<file path="src/rtl/compare_serial.sv">
// Multi-cycle MSB-first magnitude comparator: CHUNK bits per cycle, signed/unsigned, A vs B or A vs 0.
// Optional macro COMPARE_SERIAL_EARLY_EXIT_EN finishes on the first differing chunk instead of after N cycles.
module compare_serial #(
  parameter int WIDTH = 16,
  parameter int CHUNK = 4
) (
  input  logic             clk,
  input  logic             reset,
  input  logic             start,
  input  logic [WIDTH-1:0] a,
  input  logic [WIDTH-1:0] b,
  input  logic             zero_mode,
  input  logic             signed_cmp,
  output logic             busy,
  output logic             done,
  output logic [1:0]       comp
);

  localparam int CHUNK_SAFE = (CHUNK < 1) ? 1 : CHUNK;
  localparam int N          = WIDTH / CHUNK_SAFE;
  localparam int IDX_W      = (N > 1) ? $clog2(N) : 1;
  localparam logic [IDX_W-1:0] LAST_IDX = IDX_W'(N - 1);

  generate
    if ((CHUNK < 1) || ((WIDTH % CHUNK_SAFE) != 0) || (N < 1)) begin : g_bad_cfg
      $fatal(1, "compare_serial: CHUNK must be >= 1 and divide WIDTH exactly");
    end
  endgenerate

  typedef enum logic {
    IDLE = 1'b0,
    BUSY = 1'b1
  } state_e;

  // Handshake: start is accepted on a rising edge where busy==0; done is a
  // one-cycle pulse and comp stays valid from that cycle until the next completion.
  state_e           state_q, state_d;
  logic [WIDTH-1:0] a_q, a_d;
  logic [WIDTH-1:0] b_q, b_d;
  logic             signed_q, signed_d;
  logic [IDX_W-1:0] idx_q, idx_d;
  logic             decided_q, decided_d;
  logic             gt_q, gt_d;
  logic [1:0]       comp_q, comp_d;
  logic             done_q, done_d;

  logic [CHUNK_SAFE-1:0] chunk_a, chunk_b;
  logic                  chunk_differ, chunk_gt;
  logic                  decided_now, gt_now, finish;

  // Chunk select; in signed mode the sign bit is flipped so an unsigned compare orders correctly.
  always_comb begin
    chunk_a = '0;
    chunk_b = '0;
    for (int i = 0; i < N; i++) begin
      if (idx_q == IDX_W'(i)) begin
        chunk_a = a_q[i*CHUNK_SAFE +: CHUNK_SAFE];
        chunk_b = b_q[i*CHUNK_SAFE +: CHUNK_SAFE];
      end
    end
    if (signed_q && (idx_q == LAST_IDX)) begin
      chunk_a[CHUNK_SAFE-1] = ~chunk_a[CHUNK_SAFE-1];
      chunk_b[CHUNK_SAFE-1] = ~chunk_b[CHUNK_SAFE-1];
    end
  end

  assign chunk_differ = (chunk_a != chunk_b);
  assign chunk_gt     = (chunk_a > chunk_b);
  assign decided_now  = decided_q | chunk_differ;
  assign gt_now       = decided_q ? gt_q : chunk_gt;

`ifdef COMPARE_SERIAL_EARLY_EXIT_EN
  assign finish = (idx_q == '0) || chunk_differ;
`else
  assign finish = (idx_q == '0);
`endif

  always_comb begin
    state_d   = state_q;
    a_d       = a_q;
    b_d       = b_q;
    signed_d  = signed_q;
    idx_d     = idx_q;
    decided_d = decided_q;
    gt_d      = gt_q;
    comp_d    = comp_q;
    done_d    = 1'b0;
    case (state_q)
      IDLE: begin
        if (start) begin
          a_d       = a;
          b_d       = zero_mode ? '0 : b;
          signed_d  = signed_cmp;
          idx_d     = LAST_IDX;
          decided_d = 1'b0;
          gt_d      = 1'b0;
          state_d   = BUSY;
        end
      end
      BUSY: begin
        decided_d = decided_now;
        gt_d      = gt_now;
        idx_d     = idx_q - IDX_W'(1);
        if (finish) begin
          state_d = IDLE;
          done_d  = 1'b1;
          comp_d  = decided_now ? {1'b0, gt_now} : 2'b10;
        end
      end
      default: state_d = IDLE;
    endcase
  end

  always_ff @(posedge clk) begin
    if (reset) begin
      state_q   <= IDLE;
      a_q       <= '0;
      b_q       <= '0;
      signed_q  <= 1'b0;
      idx_q     <= '0;
      decided_q <= 1'b0;
      gt_q      <= 1'b0;
      comp_q    <= 2'b00;
      done_q    <= 1'b0;
    end else begin
      state_q   <= state_d;
      a_q       <= a_d;
      b_q       <= b_d;
      signed_q  <= signed_d;
      idx_q     <= idx_d;
      decided_q <= decided_d;
      gt_q      <= gt_d;
      comp_q    <= comp_d;
      done_q    <= done_d;
    end
  end

  assign busy = (state_q == BUSY);
  assign done = done_q;
  assign comp = comp_q;

endmodule
</file>
<file path="config.mk">
export PLATFORM = sky130hd
export DESIGN_NAME = compare_serial
export DESIGN_NICKNAME = d
export VERILOG_FILES = /design/src/rtl/compare_serial.sv
export SDC_FILE = /design/constraint.sdc
export NUM_CORES = 1
export LEC_CHECK = 0
export CAP_MARGIN = 20
export CORE_ASPECT_RATIO = 0.5
export CORE_MARGIN = 1
export CORE_UTILIZATION = 30
export CTS_CLUSTER_SIZE = 28
export DETAILED_ROUTE_END_ITERATION = 10
export PLACE_DENSITY = 0.55
export RECOVER_POWER = 100
export SKIP_CTS_REPAIR_TIMING = 1
export SYNTH_ARGS = -nofsm -noshare
export SYNTH_HDL_FRONTEND = slang
export SYNTH_SLANG_ARGS = --single-unit
</file>
<file path="constraint.sdc">
create_clock -name clk -period 3.3 [get_ports clk]
set_input_delay 0.66 -clock clk [delete_from_list [all_inputs] [get_ports clk]]
set_output_delay 0.66 -clock clk [all_outputs]
set_load 0.1 [all_outputs]
</file>
=== After elaboration in Yosys (flattened, before gate mapping) ===
Index checks and enable logic that the tools add are counted.

* Flip-flop bits (word level): 41
* Output and inout port bits: 4
* Logic and storage cells: 47

* $add $sub $neg: 1
* Magnitude comparators: 1
* Equality and inequality tests: 5
* Multiplexer cells: 22
* Bitwise logic cells: 4
* Reduce and logical (&&, ||, !) cells: 5

{| class="wikitable"
|+ Operators by type and width
! kind !! number
|-
| $mux 4 || 8
|-
| $mux 16 || 1
|-
| $mux 1 || 7
|-
| $pmux 1 s2 || 3
|-
| $eq 2x2->1 const B || 2
|-
| $gt 4x4->1 || 1
|-
| $mux 2 || 2
|-
| $ne 4x4->1 || 1
|-
| $pmux 2 s2 || 1
|-
| $reduce_and 2->1 || 2
|-
| $not 1->1 || 3
|-
| $eq 2x1->1 const B || 1
|-
| $logic_not 2->1 || 1
|-
| $ne 2x2->1 const B || 1
|-
| $reduce_or 2->1 || 1
|-
| $sub 2x1->2 const B || 1
|-
| $logic_and 1x1->1 || 1
|-
| $or 1x1->1 || 1
|}

=== Logic depth before layout (Yosys ltp) ===
* Word-level depth: 10
* Gate-level depth with buffers: 12
* Gate-level depth less buffers: 11

=== Least setup slack after synthesis ===
OpenSTA, ideal clock, no wires.

* Path kind: register to register
* From: register idx_q[0]
* To: register comp_q[0] (netlist: comp[0])
* Setup time: 0.117 ns
* Data arrival time: 2.083 ns
* Data required time: 3.183 ns
* Setup slack: 1.100 ns
* Stages on the path, launching flop included: 11
* Path buffers: 1
* Period minus slack after synthesis: 2.200 ns
* Path through: dfxtp_1 > ha_1 > clkbuf_1 > o21ai_0 > o21ai_0 > o21ai_0 > ha_1 > nand2_1 > nor3_1 > nor4b_1 > a32o_1

* Word-level cells in the longest chain between the ends: 10

{| class="wikitable"
|+ Ends and longest elaborated chain
! element !! line !! text
|-
| start: declaration || 41 || <nowiki>logic [IDX_W-1:0] idx_q, idx_d;</nowiki>
|-
| start signal: assignment || 130 || <nowiki>idx_q <= idx_d;</nowiki>
|-
| $logic_not 2->1 || 56, 75 ||
|-
| $mux 4 (4 in a row) || 56 || <nowiki>if (idx_q == IDX_W'(i)) begin</nowiki>
|-
| $not 1->1 (on tied branches) || 62, 63 ||
|-
| $mux 1 || 61 || <nowiki>if (signed_q && (idx_q == LAST_IDX)) begin</nowiki>
|-
| $gt 4x4->1 / $ne 4x4->1 (equally long branches) || 68, 67 ||
|-
| $mux 1 / $or 1x1->1 (equally long branches) || 70, 69 ||
|-
| $mux 2 || 107 || <nowiki>comp_d = decided_now ? {1'b0, gt_now} : 2'b10;</nowiki>
|-
| end signal: assignment || 133 || <nowiki>comp_q <= comp_d;</nowiki>
|-
| end: declaration || 44 || <nowiki>logic [1:0] comp_q, comp_d;</nowiki>
|}

Parallel ways exist; a longest one is shown, timed or not.
A chain may end at the register's enable or synchronous reset.

=== Final worst setup path ===
Ends and elaborated chain as after synthesis.

==> metrics.md <==
| Metric | Value |
|---|---|
| Status | completed |
| Flop-to-flop setup slack | ~0.79 ns |
| Area of the multi-input gates | 968 um2 |
| Congestion Overflow GR | 0 |
| Critical R2R Capture | comp[0] |
| Final period utilization | 76.1% |
| Starting Density | 31.6% |
| Overall global routing resource usage | 14.2% |
| DR WL/cell | 11.9 um |
| Vias in the first global route | 1626 |
| Crit path kind | flip-flop to flip-flop |
| Die H | between 50 and 60 um |
| Worst slew margin | 22.6% |
| Fmax | 398 MHz |
| Hold WC Path Type | flip-flop to flip-flop |
| Hold Path Origin | comp[1] |
| Crit-path max FO | 13 |
| Port Buf Inserts | 40 |
| Final Hold Fails | 0 |
| Register area | 821 um2 |
| Reg2reg start | idx_q[0] |
| Post-Place Cell Area | 2370 um2 |
| Max Cap Viol | 0 |
| Register area share after synthesis | between 40% and 50% |
| # diodes | 0 |
| Width of the die | 116 um |
| First-pass GRT wire length | 7430 um |
| DRT Wirelength | 4380 um |
| Worst vdd ir | 0.232 mV |
| Router iterations before antenna repair | 4 |
| Post-synth cell types | 23 |
| Worst hold stages | 2 |
| Setup TNS | 0 ns |
| Worst slew pin tran | ~1.2 ns |
| Worst Path Arrival | about 2.7 ns |
| Slew Viols, Final | 0 |
| Pwr Density | 510 nW/um2 |
| Share of layout cells above drive strength 1 | about 3.6% |
| Sink of the worst hold path | comp[1] |
| # setup viols final | 0 |
| Initial antenna violation count | 0 |
| Clk pin slew, worst setup/hold paths | roughly 0.050 ns |
| Flops & latches, synth | 41 |
| Number of buffers created by CTS | 5 |
| Clk_lat worst skew | 0.28 ns |
| Mapped Nets | roughly 300 |
| Via density | 4.65 |
| Die area | 6850 um2 |
| Mapped Cells | 250 |
| Htree depth | 2 |
| Ports | 41 |
| Average size of a mapped cell | 7.81 um2 |
| DRT iter0 DRCs | 72 |
| Fillers | roughly 660 |
| Leakage | between 0.9 and 1 nW |
| DP Wirelength | between 3000 and 4000 um |
| Root Buffer | clkbuf_16 |
| Clk buf depth | 2 |
| DRC errors left | 0 |
| Final nets | 326 |
| Cell row count | 20 |
| Clk sinks | 41 |
| Largest net degree at the start of global routing | 51 |
| Number of synthesized flops with an enable pin | 0 |
| Required time worst endpoint | ~3.5 ns |
| Most used DFF post-synth | dfxtp_1 |
| Core area | a little over 6000 um2 |
| Antenna Nets Post-Route | 0 |
| YS warnings | 0 |
| Final Skew | 0.00219 ns |
| RSZ-0062 raised after global routing | no |
| Reg2Reg Depth | 11 |
| Asr flop ratio synth | 0% |
| CTS tree | built |
| Fin area | 2470 um2 |
| CP Launch Type | flip-flop |
| Vias | 1717 |
| Tmin final | between 2 and 3 ns |
| Area Overhead vs Synth | 26.6% |
| Synth Cell Area | 1950 um2 |
| Worst Setup End Kind | flip-flop |
| Routability cong. | 0.793 |
## worst max path at each step
stage	start	endpoint	slack (ns)	cells past startpoint
after floorplan	idx_q[0]	comp[0]	1.10	10
after global placement	idx_q[0]	comp[0]	0.91	11
after detailed placement	idx_q[1]	comp[0]	0.85	11
after CTS	idx_q[0]	comp[0]	0.79	11
after global routing	idx_q[0]	comp[0]	0.44	11
final	idx_q[0]	comp[0]	0.79	11
## layer usage
layer  vias to the layer above  track usage, %  part of all wire, %
met5                         -               0                    0
met4                         0            3.85                  1.1
met3                         5            3.27                  3.2
met2                        21            21.7                   42
met1                       787            20.3                   53
li1                        904               -                    -
## worst max-delay path: stages, from the launching register on
cell and delay, ns:
dfxtp_1 0.40, inv_1 0.08, ha_1 0.35, a21oi_1 0.17, o21ai_0 0.09, o21ai_0 0.09
o21ai_0 0.09, ha_1 0.33, nand2_1 0.07, nor3_1 0.38, nor4b_1 0.11, a32o_1 0.23
## state kept, by name, indices dropped and copies added (netlist names)
signal	cells
signed_q	1
b_q	16
busy	1
comp	2
decided_q	1
idx_q	2
done	1
a_q	16
gt_q	1
## logic make-up after synthesis
| group | after synthesis | share of synthesized area, % |
|---|---|---|
| AOI/OAI and AO/OA | 75 | 20.6 |
| buffers and inverters | 29 | 7.31 |
| xor gates and xnor gates | 2 | 0.898 |
| adders and majority gates | 8 | 5.13 |
| DFF | 41 | 42.1 |
| and+or+nand+nor | 95 | 24.0 |
## layout by cell type, fill, tap and decap left out, types with 2 or more instances in the layout
cell / n
clkdlybuf4s50_1: 34
nor4b_1: 2
clkbuf_1: 6
xor2_1: 2
nor3b_1: 15
o21ai_0: 17
nand2_1: 50
nand2b_1: 3
nor3_1: 4
a211oi_1: 3
clkbuf_16: 5
inv_1: 10
dfxtp_1: 41
a22oi_1: 4
dlygate4sd3_1: 2
ha_1: 8
nor2_1: 18
a21oi_1: 49
## layout make-up
class / instances / area share [%]
Timing Repair Buffer: 43 / 15.8
Inverter: 10 / 1.52
Clock buffer: 7 / 5.77
Sequential cell: 41 / 33.2
Tap cell: 88 / 4.46
Multi-Input combinational cell: 180 / 39.2
## where the power goes
group / internal, mW / switching [mW] / leakage [nW]
sequential: 0.525 / 0.0226 / 0.336
clock: 0.297 / 0.175 / 0.0700
combinational: 0.101 / 0.139 / 0.496
total: 0.923 / 0.337 / 0.902
## synthesized netlist by cell type (2+ instances only)
cell type  instances  share of area (%)
a21oi_1           49                 13
clkbuf_1           6                1.2
xor2_1             2               0.90
buf_6              2                1.2
ha_1               8                5.1
nor3b_1           11                4.2
nor2_1            18                3.5
o21ai_0           17                4.4
nor4b_1            2               0.90
nor3b_2            5                3.2
a211oi_1           3                1.2
a22oi_1            4                1.5
dfxtp_1           41                 42
inv_1             10                1.9
nor3_1             4                1.0
buf_2              9                2.3
nand2_1           50                9.6
nand2b_1           3               0.96
buf_4              2               0.77
## through the flow
step | power [mW] | worst slack (ns) | utilization [%] | hold WS [ns] | std cells
after global placement | 0.799 | 0.912 | 38.3 | 0.448 | 362
after global routing | 1.33 | 0.444 | 40.0 | 0.483 | 369
after detailed placement | 0.804 | 0.851 | 38.3 | 0.456 | 362
after CTS | 1.28 | 0.793 | 40.6 | 0.463 | 369
final | 1.26 | 0.790 | 40.0 | 0.459 | 369
after floorplan | 0.727 | 1.10 | - | 0.433 | 250
Note: power is estimated with default switching activity, not from simulation.
==> RTL edit 1: new RTL, config.mk and constraints unchanged <==
`WIDTH`: 16 -> 8.
--- a/src/rtl/compare_serial.sv
+++ b/src/rtl/compare_serial.sv
@@ -1,7 +1,7 @@
 // Multi-cycle MSB-first magnitude comparator: CHUNK bits per cycle, signed/unsigned, A vs B or A vs 0.
 // Optional macro COMPARE_SERIAL_EARLY_EXIT_EN finishes on the first differing chunk instead of after N cycles.
 module compare_serial #(
-  parameter int WIDTH = 16,
+  parameter int WIDTH = 8,
   parameter int CHUNK = 4
 ) (
   input  logic             clk,
Ports: changed (resized a and b); port bits go from 41 to 25. The function was not compared with the original's and may differ.
==> RTL edit 1 against the original RTL <==
  * Routed wire length decreased by 53%
  * Sequential cell count decreased by 17
  * Area after synthesis decreased by 43%
  * Setup slack improved by 0.19 ns
  * Power decreased by 51%
  * Maximum frequency increased by 8.2%
  * Synthesized cell count decreased by 49%
  * Design area decreased by 45%
  * Largest cell class unchanged
==> RTL edit 1: results (changes against the original RTL) <==
[power]
power.leakage_nw=0.5098  ; was 0.9020 nW
clockPowerShare=0.272  ; was 0.374
switching_share=0.2836  ; was 0.2675
peakVddDrop_mv=0.1444  ; was 0.2319 mV
powerDensity_nw_per_um2=453.7  ; was 509.8 nW/um^2
comb_power_uw=128  ; was 241 uW

[final_layout]
seq_area_um2=480.5  ; was 820.8 um^2
multiInputCombCellCount=91  ; was 180
clkbuf_count=3  ; was 7
final_nets=173  ; was 326
buffer_area_frac=0.1610  ; was 0.1585
n_antenna_cell=0  ; unchanged
n_all_buffers=25  ; was 43
clock_tree_area_fraction=0.03036  ; was 0.05772
syn2layout_area_growth_pct=22.69  ; was 26.60%
nNonClkInverters=3  ; was 10
num-fill-cells=394  ; was 656
drive_gt1_frac=0.06164  ; was 0.03559

[routing]
top_layer=met4  ; unchanged
drt_iter0_markers=30  ; was 72
met1_length_um=1140  ; was 2336 um
via_per_inst=4.589  ; was 4.653
wl_per_cell_um=10.54  ; was 11.86 um
wl_met2_um=835  ; was 1853 um
wl_um=2077  ; was 4375 um
met3_wirelength_um=82  ; was 138 um
drt_pass1_iterations=4  ; unchanged

[placed_design]
dp_worst_setup_slack_ns=1.083  ; was 0.8506 ns
portBuffers=24  ; was 40

[grt]
grtUsageMet3=0.04022  ; was 0.03272
grt_pass1_wl_um=3463  ; was 7431 um
grtUsageTotal=0.1152  ; was 0.1422
grt_max_degree=27  ; was 51
grt_util_met1=0.1627  ; was 0.2025
grt_pass1_vias=800  ; was 1626
gr-usage-met2=0.1721  ; was 0.2168

[synth]
yosysSeqAreaShare=0.4334  ; was 0.4205
synth_fa_ha_area_frac=0.04515  ; was 0.05128
ys_types=23  ; unchanged
avgSynthCellArea_um2=8.729  ; was 7.807 um^2
synth-xor-area-share=0.01580  ; was 0.008974
yosys-top-cells-count=dfxtp_1 (24), nand2_1 (22), a21oi_1 (21), nor2_1 (11), nor3b_1 (7)  ; was nand2_1 (50), a21oi_1 (49), dfxtp_1 (41), nor2_1 (18), o21ai_0 (17)
synthMuxAreaShare=0.06659  ; was 0
synthTopCellsByArea=dfxtp_1 (43%), a21oi_1 (9.5%), nand2_1 (7.4%)  ; was dfxtp_1 (42%), a21oi_1 (13%), nand2_1 (9.6%)
synth_compound_area_frac=0.1287  ; was 0.2064
synth_nets=152  ; was 295

[critical_path]
cp_data_arrival_time_ns=1.66  ; was 2.68 ns
cp_top_family=buffers and inverters  ; was adder cells
critPathMaxStageDelay_ns=0.90  ; was 0.40 ns
crit_slowest_cell=clkbuf_1  ; was dfxtp_1
crit_fanout=9  ; was 13

[sta]
finalClockSkew_ns=0.003651  ; was 0.002188 ns
relSlewSlack=0.2275  ; was 0.2261

[outcome]
outcome=finished clean  ; unchanged

[clocking]
clock-sinks=24  ; was 41
clk_latency_ns=0.26  ; was 0.28 ns
htreeDepth=1  ; was 2
cts_root_buf=clkbuf_8  ; was clkbuf_16

[floorplanning]
die_w_um=87.97  ; was 116.1 um

RTL edit 1: changes by cell type in the layout (fill, tap and decap cells not counted), moves of 15 or more:
cell | unedited run | this run
clkdlybuf4s50_1 | 34 | 18
nand2_1 | 50 | 22
o21ai_0 | 17 | 2
a21oi_1 | 49 | 21
dfxtp_1 | 41 | 24
RTL edit 1: worst paths after layout:
check | from | endpoint | slack (ns) | depth (start not counted)
worst min-delay path | a_q[3]$_SDFFE_PP0P_ | a_q[3]$_SDFFE_PP0P_ | 0.46 | 2
worst max register to register | idx_q$_SDFFE_PP0P_ | comp[0]$_SDFFE_PP0P_ | 1.07 | 6
worst max-delay path | busy$_SDFF_PP0_ | busy | 0.98 | 1
worst min register to register | a_q[3]$_SDFFE_PP0P_ | a_q[3]$_SDFFE_PP0P_ | 0.46 | 2
==> RTL edit 2: new RTL, same flow settings <==
Made on the original files. `a_q` no longer has a reset.
--- a/src/rtl/compare_serial.sv
+++ b/src/rtl/compare_serial.sv
@@ -114,7 +114,6 @@
   always_ff @(posedge clk) begin
     if (reset) begin
       state_q   <= IDLE;
-      a_q       <= '0;
       b_q       <= '0;
       signed_q  <= 1'b0;
       idx_q     <= '0;
@@ -124,7 +123,6 @@
       done_q    <= 1'b0;
     end else begin
       state_q   <= state_d;
-      a_q       <= a_d;
       b_q       <= b_d;
       signed_q  <= signed_d;
       idx_q     <= idx_d;
@@ -135,6 +133,10 @@
     end
   end
 
+  always_ff @(posedge clk) begin
+    a_q <= a_d;
+  end
+
   assign busy = (state_q == BUSY);
   assign done = done_q;
   assign comp = comp_q;
Formal check against the unedited RTL: same outputs for any inputs over 10 cycles, from zero or initial values and one cycle with reset high; that may be too few to reach the edited logic, so the function may still have changed.
==> RTL edit 2 against the original RTL <==
  * Count of clock-buffer cells in the layout did not move
  * Setup slack got worse by 0.038 ns
  * Sequential share of layout area rose by 6.7 points
  * Area after synthesis fell by 1.7%
  * Critical path depth fell by 5
  * Sequential power rose by 5.7%
  * Largest cell class is now sequential cells
  * Sequential cell count did not move
  * Synthesized cell count fell by 22%
  * Power rose by 8.2%
  * Design area fell by 0.56%
  * Routed wire length fell by 9.6%
==> RTL edit 2: results (changes against the original RTL) <==
[routing]
wl_met2_um=1572  ; was 1853 um
vias=1430  ; was 1717
met3_wirelength_um=278  ; was 138 um
drt_iter0_markers=51  ; was 72
wl_per_cell_um=12.44  ; was 11.86 um
via_per_inst=4.497  ; was 4.653

[grt]
grt_util_met1=0.1862  ; was 0.2025
gr-usage-met2=0.1850  ; was 0.2168
grtUsageMet3=0.05149  ; was 0.03272
grtUsageTotal=0.1326  ; was 0.1422
grt_pass1_wl_um=6548  ; was 7431 um
grt_max_degree=36  ; was 51

[critical_path]
crit_fanout=35  ; was 13
reg2reg_slack_ns=0.85  ; was 0.79 ns
r2r-start=idx_q[1]$_SDFFE_PP0P_  ; was idx_q[0]$_SDFFE_PP0P_
endpoint=b_q[5]$_SDFFE_PP0P_  ; was comp[0]$_SDFFE_PP0P_
cp_data_arrival_time_ns=2.69  ; was 2.68 ns
critPathMaxStageDelay_ns=1.02  ; was 0.40 ns

[sta]
finalClockSkew_ns=0.005236  ; was 0.002188 ns
hold_ws_ns=0.4536  ; was 0.4592 ns

[final_layout]
buffer_area_frac=0.1558  ; was 0.1585
multiInputCombCellCount=131  ; was 180
clock_tree_area_fraction=0.07026  ; was 0.05772
sh_seq_area=0.3992  ; was 0.3322
drive_gt1_frac=0.03478  ; was 0.03559
multi_input_area_share=0.3177  ; was 0.3919
syn2layout_area_growth_pct=28.11  ; was 26.60%
n_all_buffers=42  ; was 43
num-fill-cells=643  ; was 656

[placed_design]
gp_congestion=0.7963  ; was 0.7925
hpwlAfterDp_um=2867  ; was 3218 um
dpl.cell_count=310  ; was 362
place_area_um2=2352  ; was 2370 um^2

[floorplanning]
die_area_um2=6737  ; was 6852 um^2

[power]
comb_power_uw=221  ; was 241 uW
peakVddDrop_mv=0.2095  ; was 0.2319 mV
p_seq_frac=0.424  ; was 0.435
powerDensity_nw_per_um2=554.7  ; was 509.8 nW/um^2
power.switching_uw=331.6  ; was 337.0 uW

[synth]
yosysSeqAreaShare=0.5114  ; was 0.4205
synthTopCellsByArea=dfxtp_1 (26%), edfxtp_1 (25%), a21oi_1 (9.1%)  ; was dfxtp_1 (42%), a21oi_1 (13%), nand2_1 (9.6%)
avgSynthCellArea_um2=9.836  ; was 7.807 um^2
synth_edf_count=16  ; was 0

[outcome]
outcome=finished clean  ; unchanged

-- RTL edit 2: cell types whose count changed in the layout (fill, tap and decap cells not counted), sizes merged, moves of 2 or more --
| cell | unedited run | this run |
|---|---|---|
| o21ai | 17 | 8 |
| nand3b | 0 | 6 |
| nor4b | 2 | 0 |
| dfxtp | 41 | 25 |
| dlygate4sd3 | 2 | 17 |
| edfxtp | 0 | 16 |
| nor3 | 4 | 2 |
| clkdlybuf4s50 | 34 | 19 |
| inv | 10 | 8 |
| a21oi | 49 | 35 |
| nand2 | 50 | 16 |
-- RTL edit 2: cell families (layout without fill, tap and decap cells) --
group,count (synthesis),in the layout,synth area share
simple gates,66,66,0.2094
compound gates,55,55,0.1598
flops,41,41,0.5114
buf+inv,23,58,0.05805
fa+ha+maj,8,8,0.05219
xor+xnor,2,2,0.009134
-- RTL edit 2: worst max-delay path, delay by kind of cell --
family	cells	cell delay, ns
AOI/OAI and AO/OA	1	0.18
buffers and inverters	2	1.49
and+or+nand+nor	3	0.35
